==> src/rtl/round_controller_pkg.sv <==
// ---------------------------------------------------------------------------
// game_pkg
//   Shared types and constants for the match/round sequencer.
//   - state_t  : round_controller FSM states, encoded as seen on the state port
//   - winner_t : winner codes driven on the winner port
//   - MAX_HEALTH and helpers for KO decoding and saturating score counters
// ---------------------------------------------------------------------------
package game_pkg;

   typedef enum logic [2:0] {
      S_IDLE       = 3'd0,
      S_COUNTDOWN  = 3'd1,
      S_FIGHT      = 3'd2,
      S_KO         = 3'd3,
      S_MATCH_OVER = 3'd4
   } state_t;

   typedef enum logic [1:0] {
      W_NONE = 2'd0,
      W_P1   = 2'd1,
      W_P2   = 2'd2,
      W_DRAW = 2'd3
   } winner_t;

   localparam logic [2:0] MAX_HEALTH = 3'd3;

   // A health counter that wrapped below zero shows up as a value above
   // MAX_HEALTH, so it counts as a knockout just like zero.
   function automatic logic is_ko(input logic [2:0] health);
      return (health == 3'd0) || (health > MAX_HEALTH);
   endfunction

   function automatic logic [1:0] bump_score(input logic [1:0] score);
      return (score == 2'd3) ? score : score + 2'd1;
   endfunction

endpackage

==> src/rtl/round_controller_sec_ticker.sv <==
// ---------------------------------------------------------------------------
// sec_ticker
//   One-second divider for the round sequencer.
//   Ports:
//     clk   in  system clock
//     rst   in  synchronous active-low reset
//     clr   in  synchronous clear; restarts the current second
//     tick  out single-cycle pulse once every TICKS_PER_SEC cycles
//   After a clear the first tick lands TICKS_PER_SEC cycles later.
// ---------------------------------------------------------------------------
module sec_ticker #(
   parameter int unsigned TICKS_PER_SEC = 50_000_000
) (
   input  logic clk,
   input  logic rst,
   input  logic clr,
   output logic tick
);

   localparam int unsigned CW = (TICKS_PER_SEC > 1) ? $clog2(TICKS_PER_SEC) : 1;
   localparam logic [CW-1:0] LAST = CW'(TICKS_PER_SEC - 1);

   logic [CW-1:0] cnt;

   // tick depends only on the counter, so a clear derived from next-state
   // logic (which itself uses tick) does not form a combinational loop.
   assign tick = (cnt == LAST);

   always_ff @(posedge clk) begin
      if (!rst || clr) begin
         cnt <= '0;
      end else if (tick) begin
         cnt <= '0;
      end else begin
         cnt <= cnt + CW'(1);
      end
   end

endmodule

==> src/rtl/round_controller.sv <==
// ---------------------------------------------------------------------------
// round_controller
//   Match/round sequencer downstream of health_status: countdown, fight,
//   KO/timeout, round scoring and match winner.
//   Ports:
//     clk             in   system clock
//     rst             in   synchronous active-low reset
//     start           in   level start button, rising edge detected here
//     player1_health  in   3-bit health, 0 or >3 means KO
//     player2_health  in   3-bit health, 0 or >3 means KO
//     state           out  IDLE=0 COUNTDOWN=1 FIGHT=2 KO=3 MATCH_OVER=4
//     freeze          out  1 except in FIGHT
//     round_rst       out  1-cycle pulse on each COUNTDOWN entry
//     countdown       out  seconds left in COUNTDOWN, else 0
//     timer           out  fight seconds remaining
//     p1_wins         out  rounds won by P1 (saturates at 3)
//     p2_wins         out  rounds won by P2 (saturates at 3)
//     round_num       out  current round, 1-based, 0 in IDLE
//     winner          out  0 none, 1 P1, 2 P2, 3 draw; set on MATCH_OVER entry
// ---------------------------------------------------------------------------
module round_controller
   import game_pkg::*;
#(
   parameter int unsigned TICKS_PER_SEC = 50_000_000,
   parameter int unsigned ROUND_SECS    = 60,
   parameter int unsigned COUNT_SECS    = 3,
   parameter int unsigned KO_SECS       = 2,
   parameter int unsigned ROUNDS_TO_WIN = 2,
   parameter int unsigned MAX_ROUNDS    = 5
) (
   input  logic       clk,
   input  logic       rst,
   input  logic       start,
   input  logic [2:0] player1_health,
   input  logic [2:0] player2_health,
   output logic [2:0] state,
   output logic       freeze,
   output logic       round_rst,
   output logic [1:0] countdown,
   output logic [6:0] timer,
   output logic [1:0] p1_wins,
   output logic [1:0] p2_wins,
   output logic [2:0] round_num,
   output logic [1:0] winner
);

   localparam logic [6:0] TIMER_INIT  = 7'(ROUND_SECS);
   localparam logic [1:0] COUNT_INIT  = 2'(COUNT_SECS);
   localparam logic [6:0] HOLD_LAST   = 7'(KO_SECS - 1);
   localparam logic [1:0] WIN_TARGET  = 2'(ROUNDS_TO_WIN);
   localparam logic [2:0] ROUND_LIMIT = 3'(MAX_ROUNDS);

   state_t     state_q;
   state_t     state_d;
   winner_t    winner_q;
   logic       start_q;
   logic       start_rise;
   logic       sec_tick;
   logic       state_chg;
   logic       p1_ko;
   logic       p2_ko;
   logic       p1_scores;
   logic       p2_scores;
   logic       match_done;
   logic [6:0] hold_cnt;

   assign state      = state_q;
   assign winner     = winner_q;
   assign freeze     = (state_q != S_FIGHT);
   assign start_rise = start & ~start_q;
   assign p1_ko      = is_ko(player1_health);
   assign p2_ko      = is_ko(player2_health);
   assign state_chg  = (state_d != state_q);
   assign match_done = (p1_wins == WIN_TARGET) || (p2_wins == WIN_TARGET) ||
                       (round_num == ROUND_LIMIT);

   // Divider restarts on every state change so each state gets a full
   // second before its first tick.
   sec_ticker #(
      .TICKS_PER_SEC(TICKS_PER_SEC)
   ) u_sec_ticker (
      .clk (clk),
      .rst (rst),
      .clr (state_chg),
      .tick(sec_tick)
   );

   // ---------------------------------------------------------------------
   // State register
   // ---------------------------------------------------------------------
   always_ff @(posedge clk) begin
      if (!rst) begin
         state_q <= S_IDLE;
      end else begin
         state_q <= state_d;
      end
   end

   // ---------------------------------------------------------------------
   // Next-state logic
   // ---------------------------------------------------------------------
   always_comb begin
      state_d = state_q;
      case (state_q)
         S_IDLE, S_MATCH_OVER: begin
            if (start_rise) state_d = S_COUNTDOWN;
         end
         S_COUNTDOWN: begin
            if (sec_tick && (countdown == 2'd1)) state_d = S_FIGHT;
         end
         S_FIGHT: begin
            if (p1_ko || p2_ko || (sec_tick && (timer == 7'd1))) state_d = S_KO;
         end
         S_KO: begin
            if (sec_tick && (hold_cnt == HOLD_LAST)) begin
               state_d = match_done ? S_MATCH_OVER : S_COUNTDOWN;
            end
         end
         default: state_d = S_IDLE;
      endcase
   end

   // ---------------------------------------------------------------------
   // Round result for the FIGHT->KO transition. Any KO decides the round
   // before the timeout comparison is considered.
   // ---------------------------------------------------------------------
   always_comb begin
      p1_scores = 1'b0;
      p2_scores = 1'b0;
      if (p1_ko && p2_ko) begin
         p1_scores = 1'b0;
      end else if (p1_ko) begin
         p2_scores = 1'b1;
      end else if (p2_ko) begin
         p1_scores = 1'b1;
      end else if (player1_health > player2_health) begin
         p1_scores = 1'b1;
      end else if (player2_health > player1_health) begin
         p2_scores = 1'b1;
      end
   end

   // ---------------------------------------------------------------------
   // Timers, scores, round counter and start edge register
   // ---------------------------------------------------------------------
   always_ff @(posedge clk) begin
      if (!rst) begin
         start_q   <= 1'b0;
         round_rst <= 1'b0;
         countdown <= '0;
         timer     <= TIMER_INIT;
         p1_wins   <= '0;
         p2_wins   <= '0;
         round_num <= '0;
         winner_q  <= W_NONE;
         hold_cnt  <= '0;
      end else begin
         start_q   <= start;
         round_rst <= 1'b0;
         case (state_q)
            S_IDLE, S_MATCH_OVER: begin
               if (state_d == S_COUNTDOWN) begin
                  round_num <= 3'd1;
                  p1_wins   <= '0;
                  p2_wins   <= '0;
                  winner_q  <= W_NONE;
                  round_rst <= 1'b1;
                  countdown <= COUNT_INIT;
                  timer     <= TIMER_INIT;
               end
            end
            S_COUNTDOWN: begin
               if (sec_tick) countdown <= countdown - 2'd1;
            end
            S_FIGHT: begin
               if (sec_tick) timer <= timer - 7'd1;
               if (state_d == S_KO) begin
                  hold_cnt <= '0;
                  if (p1_scores) p1_wins <= bump_score(p1_wins);
                  if (p2_scores) p2_wins <= bump_score(p2_wins);
               end
            end
            S_KO: begin
               if (sec_tick) hold_cnt <= hold_cnt + 7'd1;
               if (state_d == S_MATCH_OVER) begin
                  if (p1_wins > p2_wins) begin
                     winner_q <= W_P1;
                  end else if (p2_wins > p1_wins) begin
                     winner_q <= W_P2;
                  end else begin
                     winner_q <= W_DRAW;
                  end
               end else if (state_d == S_COUNTDOWN) begin
                  round_num <= round_num + 3'd1;
                  round_rst <= 1'b1;
                  countdown <= COUNT_INIT;
                  timer     <= TIMER_INIT;
               end
            end
            default: begin
            end
         endcase
      end
   end

endmodule

==> config.mk <==
export PLATFORM = sky130hd
export DESIGN_NAME = round_controller
export DESIGN_NICKNAME = d
export VERILOG_FILES = /design/src/rtl/round_controller_pkg.sv /design/src/rtl/round_controller_sec_ticker.sv /design/src/rtl/round_controller.sv
export SDC_FILE = /design/constraint.sdc
export NUM_CORES = 1
export LEC_CHECK = 0
export BUFFER_PORTS_ARGS = -buffer_cell sky130_fd_sc_hd__buf_2
export CORE_ASPECT_RATIO = 1.4
export CORE_MARGIN = 4
export CORE_UTILIZATION = 59
export DETAILED_ROUTE_END_ITERATION = 10
export PLACE_DENSITY = 0.91
export REMOVE_ABC_BUFFERS = 1
export SLEW_MARGIN = 20
export SYNTH_ARGS = -nofsm -noshare
export SYNTH_HDL_FRONTEND = slang
export SYNTH_HIERARCHICAL = 1
export SYNTH_SLANG_ARGS = --single-unit
==> constraint.sdc <==
create_clock -name clk -period 3.67 [get_ports clk]
set_input_delay 0.367 -clock clk [delete_from_list [all_inputs] [get_ports clk]]
set_output_delay 0.367 -clock clk [all_outputs]
set_load 0.02 [all_outputs]
==> flow_summary.json <==
{
  "overflow": 0,
  "clock_path_buffers": 2,
  "area_growth_pct": 9.35,
  "max_freq_mhz": 300,
  "drv_cap": 0,
  "root_buffer": "clkbuf_8",
  "wirelength_um": 6680,
  "critPathSlowestCell": "or4_1",
  "viasPerCell": 6.05,
  "syn_avg_cell_area_sq_um": 8.74,
  "grt_max_degree": 27,
  "fillCellCount": 422,
  "end_kind": "flip-flop",
  "synth_seq_cells": 56,
  "wl_met1_um": 2650,
  "clock-sinks": 56,
  "min_period_ns": 3.33,
  "grt_pass1_vias": 2673,
  "route.met2.wl_um": 3520,
  "crit_arrival_ns": 3.58,
  "yosysWarnings": 6,
  "ys_seq_area_share_pct": 35.3,
  "finalHoldViolations": 0,
  "p_leak_nw": 1.35,
  "synth_ff_type": "dfxtp_1",
  "place_hpwl_um": 4900,
  "grt_first_pass_wirelength_um": 11500,
  "die-area_sq_um": 6630,
  "dr.max_layer_used": "met4",
  "nets": 419,
  "synth_top_family_by_area": "simple AND/OR/NAND/NOR gates",
  "startpoint_type": "flip-flop",
  "min_path_cells": 2,
  "drive_gt1_share_pct": 15.7,
  "r2r_end": "timer[6]",
  "rows": 31,
  "hold_slack_ns": 0.283,
  "cellPowerDensity_nw_per_um2": 331,
  "synth_top_area_share_pct": 35.3,
  "post-cts-setup-buffers": 0,
  "h-tree-depth": 2,
  "synth_fa_ha_area_share_pct": 6.70,
  "core_sq_um": 5200,
  "cts_tree": "built",
  "r2r-start": "u_sec_ticker/cnt[0]",
  "synthMuxAreaShare_pct": 1.26,
  "path_class": "flip-flop to flip-flop",
  "path_cells": "ha_1, and3_1, nand2_1, nor4_1, nand4bb_1, or4_1, o31a_4, and3_2, nor2b_2, a21boi_1",
  "yosysMostFrequentCell": "dfxtp_1",
  "fp.dieH_um": 94.8,
  "ff2ff_setup_slack_ns": 0.34,
  "yosys-top-cells-count": "56 x dfxtp_1, 34 x nor2_1, 23 x nand2_1",
  "ys_async_sr_fraction_pct": 0,
  "antenna_left": 0,
  "drc": 0,
  "initial_utilization_pct": 61.0,
  "cp-startpoint": "u_sec_ticker/cnt[0]",
  "antenna_found_initial": 0,
  "track_usage_pct": 21.0,
  "slew_viol_final": 0,
  "final.setup_skew_ns": 0.00665,
  "setup_tns_ns": 0,
  "vdd_drop_max_v": 0.000213,
  "num_vias": 2781,
  "met3_length_um": 325,
  "n_antenna_cell": 0,
  "cts.clk_slew.worst_paths_ns": 0.10,
  "yosys.area_share.simple_pct": 29.6,
  "cts_buffers": 5,
  "drtPass1Iterations": 4,
  "cts_resized": 0,
  "cp_max_fo": 8,
  "outcome": "finished clean",
  "ff2ff_path_depth": 10,
  "final_cells": 460,
  "worst_pin_slew_ns": 0.625,
  "synthTopCellsByArea": "dfxtp_1 35%, ha_1 6.7%, nor2_1 4.0%",
  "syn_inst": 363,
  "cp_slowest_stage_delay_ns": 0.73,
  "fin_crit_sh_pct": 90.8,
  "portBuffers": 31,
  "rsz0062_at_grt": "false",
  "die_w_um": 70.0,
  "syn_area_sq_um": 3170,
  "slew-limit-headroom_pct": 58.3,
  "drtIter0Drc": 169,
  "min_from": "start",
  "insertion_delay_ns": 0.30,
  "min-delay-path-class": "input pin to flip-flop",
  "synth_cell_types": 62,
  "numPlacedInstances": 452,
  "synth-compound-area-share_pct": 17.0,
  "gp_congestion": 0.857,
  "power_mw": 1.15,
  "worst_ep_required_time_ns": 3.92,
  "hold_end": "start_q",
  "postCtsHoldBufs": 0,
  "wl_per_cell_um": 14.5,
  "synth_xor_xnor_area_share_pct": 5.24,
  "finalSetupViolCount": 0,
  "ios": 32,
  "synth_top_area_cell": "dfxtp_1",
  "synth-edff-count": 0
}
[how the worst max path moves through the flow]
stage,endpoint,cells past startpoint
6_report,timer[6],10
5_1_grt,timer[6],10
4_1_cts,timer[6],10
3_5_place_dp,timer[6],10
3_3_place_gp,timer[6],10
2_1_floorplan,u_sec_ticker/cnt[14],11
[stage by stage]
stage | utilization, % | worst slack [ns] | cell area [sq um]
floorplan | - | 0.488 | 3090
CTS | 66.8 | 0.371 | 3470
finish | 66.8 | 0.337 | 3470
global route | 66.8 | 0.0168 | 3470
global placement | 64.7 | 0.629 | 3360
detailed placement | 64.7 | 0.530 | 3360
[state kept, by name, summed over array words and instances, names as in the netlist]
| name | flops |
|---|---|
| state | 3 |
| p1_wins | 2 |
| countdown | 2 |
| round_rst | 1 |
| p2_wins | 2 |
| hold_cnt | 7 |
| round_num | 3 |
| u_sec_ticker/cnt | 26 |
| winner | 2 |
| start_q | 1 |
| timer | 7 |
[power by group]
group	switching (mW)	internal [mW]
clock	0.190	0.203
combinational	0.0745	0.0493
sequential	0.0134	0.619
total	0.278	0.871
[worst max-delay path, delay by kind of cell, from the launching register on]
kind	cells	cell delay, ns
compound gates	2	0.36
fa+ha+maj	1	0.26
flops	1	0.42
simple gates	7	2.24
[cells in the final DEF (no fill, tap or decap), drive strengths merged, types with 5 or more instances in the layout]
master / count
or3: 12
nand2: 23
nand3: 22
nand4: 12
buf: 35
and2: 5
ha: 17
dfxtp: 56
and3: 8
xor2: 14
nor2b: 6
inv: 20
xnor2: 5
o21ai: 25
a21oi: 20
clkbuf: 6
nor2: 35
and4: 7
or4: 5
[per-layer routing]
metal	vias up	track usage, %
met5	-	0
met4	0	10.5
met3	17	4.15
met2	71	38.5
met1	1314	23.0
li1	1379	-
[cells by family after synthesis]
family / count (synthesis)
flops: 56
xor+xnor: 19
simple gates: 159
buf+inv: 32
fa+ha+maj: 17
mux: 4
compound gates: 76
[final cells by class]
type / count / area, sq um / share of cell area [%]
inverter: 20 / 75.1 / 2.16
clock inverter: 2 / 35.0 / 1.01
tap: 66 / 82.6 / 2.38
sequential: 56 / 1120 / 32.3
clock buffer: 6 / 72.6 / 2.09
timing repair buffer: 35 / 185 / 5.34
multi-input combinational: 275 / 1900 / 54.7
Note: power is estimated with default switching activity, not from simulation.
